## config.mk

```make
export PLATFORM = sky130hd
export DESIGN_NAME = fp_result_buffer
export DESIGN_NICKNAME = d
export VERILOG_FILES = /design/src/rtl/fp_pkg.sv /design/src/rtl/fp_sync_fifo.sv /design/src/rtl/fp_result_buffer.sv
export SDC_FILE = /design/constraint.sdc
export NUM_CORES = 1
export LEC_CHECK = 0
export ABC_AREA = 1
export CAP_MARGIN = 20
export CORE_MARGIN = 8
export CORE_UTILIZATION = 40
export CTS_CLUSTER_DIAMETER = 200
export DETAILED_ROUTE_END_ITERATION = 7
export SYNTH_ARGS = -nofsm -noshare
export SYNTH_HDL_FRONTEND = slang
export SYNTH_HIERARCHICAL = 1
export SYNTH_SLANG_ARGS = --single-unit
```

## constraint.sdc

```tcl
create_clock -name clk -period 3.9 [get_ports clk]
set_input_delay 0.975 -clock clk [delete_from_list [all_inputs] [get_ports clk]]
set_output_delay 0.975 -clock clk [all_outputs]
set_load 0.01 [all_outputs]
```

## src/rtl/fp_pkg.sv

```systemverilog
// Shared types and constants for the floating-point multiplier result path.
package fp_pkg;

  // Default word format: {sign, exponent[FP_M], mantissa[FP_N-FP_M-1]}
  localparam int FP_N = 32;
  localparam int FP_M = 8;

  // IEEE-style exponent bias for the default exponent width
  localparam int EXP_BIAS = (2 ** (FP_M - 1)) - 1;

  // Width of the saturating exception event counters
  localparam int CNT_W = 8;

  // One buffered multiplier result with its exception flags
  typedef struct packed {
    logic [FP_N-1:0] data;
    logic            ovf;
    logic            unf;
  } fp_entry_t;

  // Exponent bias for an arbitrary exponent field width
  function automatic int exp_bias(input int exp_w);
    return (2 ** (exp_w - 1)) - 1;
  endfunction

endpackage

```

## src/rtl/fp_sync_fifo.sv

```systemverilog
// Synchronous FIFO with a registered head word: the entry at the read pointer
// is always presented from a flop, so the consumer sees a stable word while it
// stalls, and a word written into an empty FIFO appears one cycle later.
module fp_sync_fifo
  import fp_pkg::*;
#(
  parameter int W     = 34,
  parameter int DEPTH = 4
) (
  input  logic                       clk,
  input  logic                       rst,
  input  logic                       wr_en,
  input  logic [W-1:0]               wr_data,
  input  logic                       rd_en,
  output logic [W-1:0]               rd_data,
  output logic                       ready,
  output logic                       valid,
  output logic [$clog2(DEPTH):0]     count
);

  localparam int PTR_W = $clog2(DEPTH);
  localparam int LVL_W = PTR_W + 1;

  logic [W-1:0]     mem [DEPTH];
  logic [PTR_W-1:0] wr_ptr;
  logic [PTR_W-1:0] rd_ptr;
  logic [PTR_W-1:0] wr_ptr_nxt;
  logic [PTR_W-1:0] rd_ptr_nxt;
  logic [LVL_W-1:0] cnt;
  logic [LVL_W-1:0] cnt_nxt;
  logic [W-1:0]     head_q;
  logic [W-1:0]     head_nxt;
  logic             run_q;
  logic             push;
  logic             pop;

  // Ready depends only on flops, so there is no path from the consumer's
  // rd_en back to the producer; a full FIFO refuses even when popping.
  assign ready   = run_q && (cnt < LVL_W'(DEPTH));
  assign valid   = (cnt != '0);
  assign push    = wr_en && ready;
  assign pop     = rd_en && valid;
  assign rd_data = head_q;
  assign count   = cnt;

  // Next pointers, occupancy and head word. Pointers wrap naturally because
  // DEPTH is a power of two. The head comes from the write port when the
  // incoming word lands exactly at the next read location (empty FIFO, or
  // the last stored word being popped), otherwise from storage.
  always_comb begin
    wr_ptr_nxt = wr_ptr;
    rd_ptr_nxt = rd_ptr;
    cnt_nxt    = cnt;
    head_nxt   = '0;
    if (push) begin
      wr_ptr_nxt = wr_ptr + PTR_W'(1);
    end
    if (pop) begin
      rd_ptr_nxt = rd_ptr + PTR_W'(1);
    end
    if (push && !pop) begin
      cnt_nxt = cnt + LVL_W'(1);
    end else if (!push && pop) begin
      cnt_nxt = cnt - LVL_W'(1);
    end
    if (cnt_nxt != '0) begin
      if (push && (wr_ptr == rd_ptr_nxt)) begin
        head_nxt = wr_data;
      end else begin
        head_nxt = mem[rd_ptr_nxt];
      end
    end
  end

  // Control state and the visible head register
  always_ff @(posedge clk) begin
    if (rst) begin
      run_q  <= 1'b0;
      wr_ptr <= '0;
      rd_ptr <= '0;
      cnt    <= '0;
      head_q <= '0;
    end else begin
      run_q  <= 1'b1;
      wr_ptr <= wr_ptr_nxt;
      rd_ptr <= rd_ptr_nxt;
      cnt    <= cnt_nxt;
      head_q <= head_nxt;
    end
  end

  // Storage array; contents are don't-care until written
  always_ff @(posedge clk) begin
    if (push) begin
      mem[wr_ptr] <= wr_data;
    end
  end

endmodule

```

## src/rtl/fp_result_buffer.sv

```systemverilog
// Elastic buffer for floating-point multiplier results. Words and their
// overflow/underflow flags are queued in fp_sync_fifo; this level resolves
// conflicting flags on entry and keeps sticky flags and saturating event
// counters for the accepted results.
module fp_result_buffer
  import fp_pkg::*;
#(
  parameter int n     = 32,
  parameter int m     = 8,
  parameter int DEPTH = 4
) (
  input  logic                       clk,
  input  logic                       rst,
  input  logic                       in_valid,
  output logic                       in_ready,
  input  logic [n-1:0]               in_data,
  input  logic                       in_ovf,
  input  logic                       in_unf,
  output logic                       out_valid,
  input  logic                       out_ready,
  output logic [n-1:0]               out_data,
  output logic                       out_ovf,
  output logic                       out_unf,
  output logic [$clog2(DEPTH):0]     level,
  output logic                       sticky_ovf,
  output logic                       sticky_unf,
  output logic [CNT_W-1:0]           ovf_cnt,
  output logic [CNT_W-1:0]           unf_cnt,
  input  logic                       clr_sticky
);

  localparam int ENTRY_W = n + 2;

  // The word must hold a sign bit, a non-empty exponent and a mantissa
  if ((m < 1) || (m > n - 2)) begin : g_bad_format
    $error("fp_result_buffer: exponent width m does not fit word width n");
  end

  logic [ENTRY_W-1:0] wr_entry;
  logic [ENTRY_W-1:0] rd_entry;
  logic               push;
  logic               ovf_evt;
  logic               unf_evt;
  logic               ovf_store;
  logic               unf_store;

  // Counter increment that holds at all-ones
  function automatic logic [CNT_W-1:0] sat_inc(input logic [CNT_W-1:0] c);
    return (c == '1) ? c : c + CNT_W'(1);
  endfunction

  // Overflow dominates: a result flagged both ways is stored and counted as
  // an overflow only.
  assign ovf_store = in_ovf;
  assign unf_store = in_unf && !in_ovf;
  assign wr_entry  = {in_data, ovf_store, unf_store};

  assign push    = in_valid && in_ready;
  assign ovf_evt = push && ovf_store;
  assign unf_evt = push && unf_store;

  fp_sync_fifo #(
    .W     (ENTRY_W),
    .DEPTH (DEPTH)
  ) u_fifo (
    .clk     (clk),
    .rst     (rst),
    .wr_en   (in_valid),
    .wr_data (wr_entry),
    .rd_en   (out_ready),
    .rd_data (rd_entry),
    .ready   (in_ready),
    .valid   (out_valid),
    .count   (level)
  );

  assign out_data = rd_entry[ENTRY_W-1:2];
  assign out_ovf  = rd_entry[1];
  assign out_unf  = rd_entry[0];

  // Overflow statistics; a flagged push in the same cycle as a clear wins
  always_ff @(posedge clk) begin
    if (rst) begin
      sticky_ovf <= 1'b0;
      ovf_cnt    <= '0;
    end else if (clr_sticky) begin
      sticky_ovf <= ovf_evt;
      ovf_cnt    <= ovf_evt ? CNT_W'(1) : '0;
    end else if (ovf_evt) begin
      sticky_ovf <= 1'b1;
      ovf_cnt    <= sat_inc(ovf_cnt);
    end
  end

  // Underflow statistics, same clear/push priority as overflow
  always_ff @(posedge clk) begin
    if (rst) begin
      sticky_unf <= 1'b0;
      unf_cnt    <= '0;
    end else if (clr_sticky) begin
      sticky_unf <= unf_evt;
      unf_cnt    <= unf_evt ? CNT_W'(1) : '0;
    end else if (unf_evt) begin
      sticky_unf <= 1'b1;
      unf_cnt    <= sat_inc(unf_cnt);
    end
  end

endmodule

```

==> metrics.yaml <==
outcome:
  outcome: "finished clean"
floorplan:
  dieArea_um2: 26400
  coreArea_um2: 21000
  ios: 96
  die_x_um: 162
  start_util_pct: 40.8
  die_y_um: 162
  rows: 53
synth:
  synth.avg_cell_area_um2: 9.31
  ys_types: 28
  synthArstFlopShare_pct: 0
  yosysSeqAreaShare_pct: 61.6
  syn-instance-count: 921
  yosysWarnings: 6
  yosys_register_bits: 196
  syn-num-nets: 969
  synth_area_um2: 8570
  synth_edf_count: 136
  synth_top_flop_cell: "edfxtp_1"
min_path:
  hold_path_class: "reg2reg"
  whs_path_depth: 2
clock_network:
  cts_hold_buf: 0
  cts_repair_resize_count: 0
  clock_latency_ns: 0.42
  cts_setup_buffers: 0
  cts-root-buf: "clkbuf_16"
  cts.sinks: 196
  cts_max_path_buffers: 2
  cts_tree: "yes"
  clk_pin_slew_ns: 0.07
  h-tree-depth: 4
  numCtsBuffers: 17
global_route:
  antenna_found_initial: 0
  track_usage_pct: 15.9
  overflow: 0
  grt_pass1_vias: 6249
  grt_max_degree: 43
  grt_pass1_wl_mm: 33.4
finish:
  drive_above_1_share_pct: 8.64
  post-route-util_pct: 50.2
  diodes: 0
  final_nets: 1065
  syn_to_final_growth_pct: 23.2
timing:
  fin_crit_ns: 2.90
  timing.setup.tns_ns: 0
  hold_viol_final: 0
  slew_violations: 0
  clock_skew_ns: 0.00738
  setup_violations: 0
  rsz0062_at_grt: "false"
  worst_slew_pin_slew_ns: 0.749
  max_freq_ghz: 0.345
  fin_ws_ns: 1.00
  period_share_pct: 74.2
  max_slew_margin_pct: 49.9
  hold_ws_ns: 0.466
placement:
  dp_hpwl_mm: 12.7
  dp_slack_ns: 0.572
  gp_congestion: 0.780
  port_buffers: 95
routing:
  avgViaCountPerCell: 4.82
  drtIter0Drc: 383
  drt-total-wl_mm: 20.4
  num_vias: 6285
  wl_per_cell_um: 15.6
  ant_nets: 0
  drc: 0
  drt_first_pass_iters: 5
power:
  p_switching_mw: 2.17
  p_int_mw: 4.38
  power.leakage_nw: 4.40
  p_sw_share_pct: 33.1
  vdd_drop_max_v: 0.000578
  cellPowerDensity_nw_per_um2: 621
  p_clk_share_pct: 28.8
  p_comb_share_pct: 32.8
  p_seq_share_pct: 38.5
run:
  max_cap_viol_count: 0
worst_setup_path:
  cp-start-kind: "input port"
  end_kind: "register"
  worstSetupPathType: "in2reg"
  reg2reg_depth: 13
  cp.arrival_ns: 3.21
  crit_path_max_fanout: 35
  cp.required_ns: 4.22
==> layout make-up <==
| type | count | area (um2) |
|---|---|---|
| sequential | 196 | 5290 |
| clock inverter | 13 | 205 |
| multi-input combinational | 540 | 2590 |
| inverter | 145 | 544 |
| fill | 1926 | 10500 |
| timing repair buffer | 117 | 1150 |
| tap | 275 | 344 |
| clock buffer | 19 | 433 |
==> cell families (layout without fill, tap and decap cells) <==
group / Yosys count / in the layout / share of synthesized area [%]
AO/OA/AOI/OAI: 85 / 85 / 5.18
adder cells (fa/ha/maj): 9 / 9 / 1.31
buffers and inverters: 185 / 294 / 8.45
flip-flops: 196 / 196 / 61.6
AND/OR/NAND/NOR: 446 / 446 / 23.4
==> cell usage in the layout (no fill, tap or decap), drive strengths merged <==
cell type / synthesis / routed
clkinvlp: 0 / 1
a21oi: 37 / 37
bufinv: 0 / 5
dfxtp: 60 / 60
clkbuf: 18 / 19
inv: 144 / 145
nand4: 21 / 21
nand3: 108 / 108
nand2: 218 / 218
clkinv: 1 / 7
nor2: 98 / 98
buf: 22 / 22
edfxtp: 136 / 136
o21ai: 48 / 48
clkdlybuf4s50: 0 / 95
ha: 9 / 9
nand3b: 1 / 1
==> Yosys cell counts, types with 2 or more instances <==
cell	count	area, um2
nand2_1	203	762
dfxtp_1	60	1200
nand2_2	10	62.6
buf_1	5	18.8
ha_1	9	113
clkbuf_1	18	67.6
nand3_1	104	521
buf_2	15	75.1
a21oi_2	2	17.5
a21oi_1	34	170
edfxtp_1	136	4080
nand3_4	3	52.6
o21ai_0	38	190
nor2_1	92	345
inv_1	138	518
nor2_2	3	18.8
nor2_4	3	33.8
nand4_1	20	125
nand2_4	5	56.3
o21ai_1	10	50.1
inv_2	6	22.5
==> sequential cells by signal (all words and copies together), names as in the netlist <==
| register | cells |
|---|---|
| ovf_cnt | 8 |
| sticky_ovf | 1 |
| sticky_unf | 1 |
| u_fifo/count | 3 |
| u_fifo/mem | 136 |
| u_fifo/rd_data | 34 |
| u_fifo/rd_ptr | 2 |
| u_fifo/run_q | 1 |
| u_fifo/wr_ptr | 2 |
| unf_cnt | 8 |
==> worst max-delay path: stages <==
cell             delay (ns)
clkdlybuf4s50_1        0.58
nand2_1                0.09
inv_2                  0.09
nand2_4                0.23
nand2_1                0.16
nand2_2                0.18
nand2_1                0.12
nand2_2                0.08
nand3_4                0.08
buf_4                  0.34
nand2_1                0.10
nand2_1                0.07
nor2_1                 0.05
==> metal layers <==
metal  vias to the layer above  global-route usage, %  routed length, um
li1                       3178                      -                  -
met2                       140                   25.6               9690
met3                        17                   3.56               1010
met1                      2950                   20.8               9440
met4                         0                   5.47                234
met5                         -                      0                  0
==> power by group through the flow <==
stage                     logic, mW  clock network (mW)  registers, mW
final                          2.15                1.88           2.52
after floorplan                1.26                   0           2.63
after global routing           2.42                2.02           2.54
after detailed placement       2.16                   0           2.57
after CTS                      2.18                1.92           2.53
after global placement         2.14                   0           2.57
==> worst paths after layout <==
path	from	end	slack, ns
setup / recovery	out_ready	u_fifo/rd_data[3]$_SDFF_PP0_	1.00
hold / removal	sticky_unf$_SDFFE_PP0P_	sticky_unf$_SDFFE_PP0P_	0.47
setup reg to reg	u_fifo/count[0]$_SDFF_PP0_	u_fifo/rd_data[3]$_SDFF_PP0_	1.46
hold reg to reg	sticky_unf$_SDFFE_PP0P_	sticky_unf$_SDFFE_PP0P_	0.47
==> per-stage QoR <==
step	power (mW)	std cells	instance area (um2)
final	6.55	1305	10600
after global placement	4.71	1273	9920
after detailed placement	4.73	1273	9920
after global routing	6.98	1305	10600
after floorplan	3.89	921	8570
after CTS	6.62	1305	10600
(Power assumes the default switching activity.)
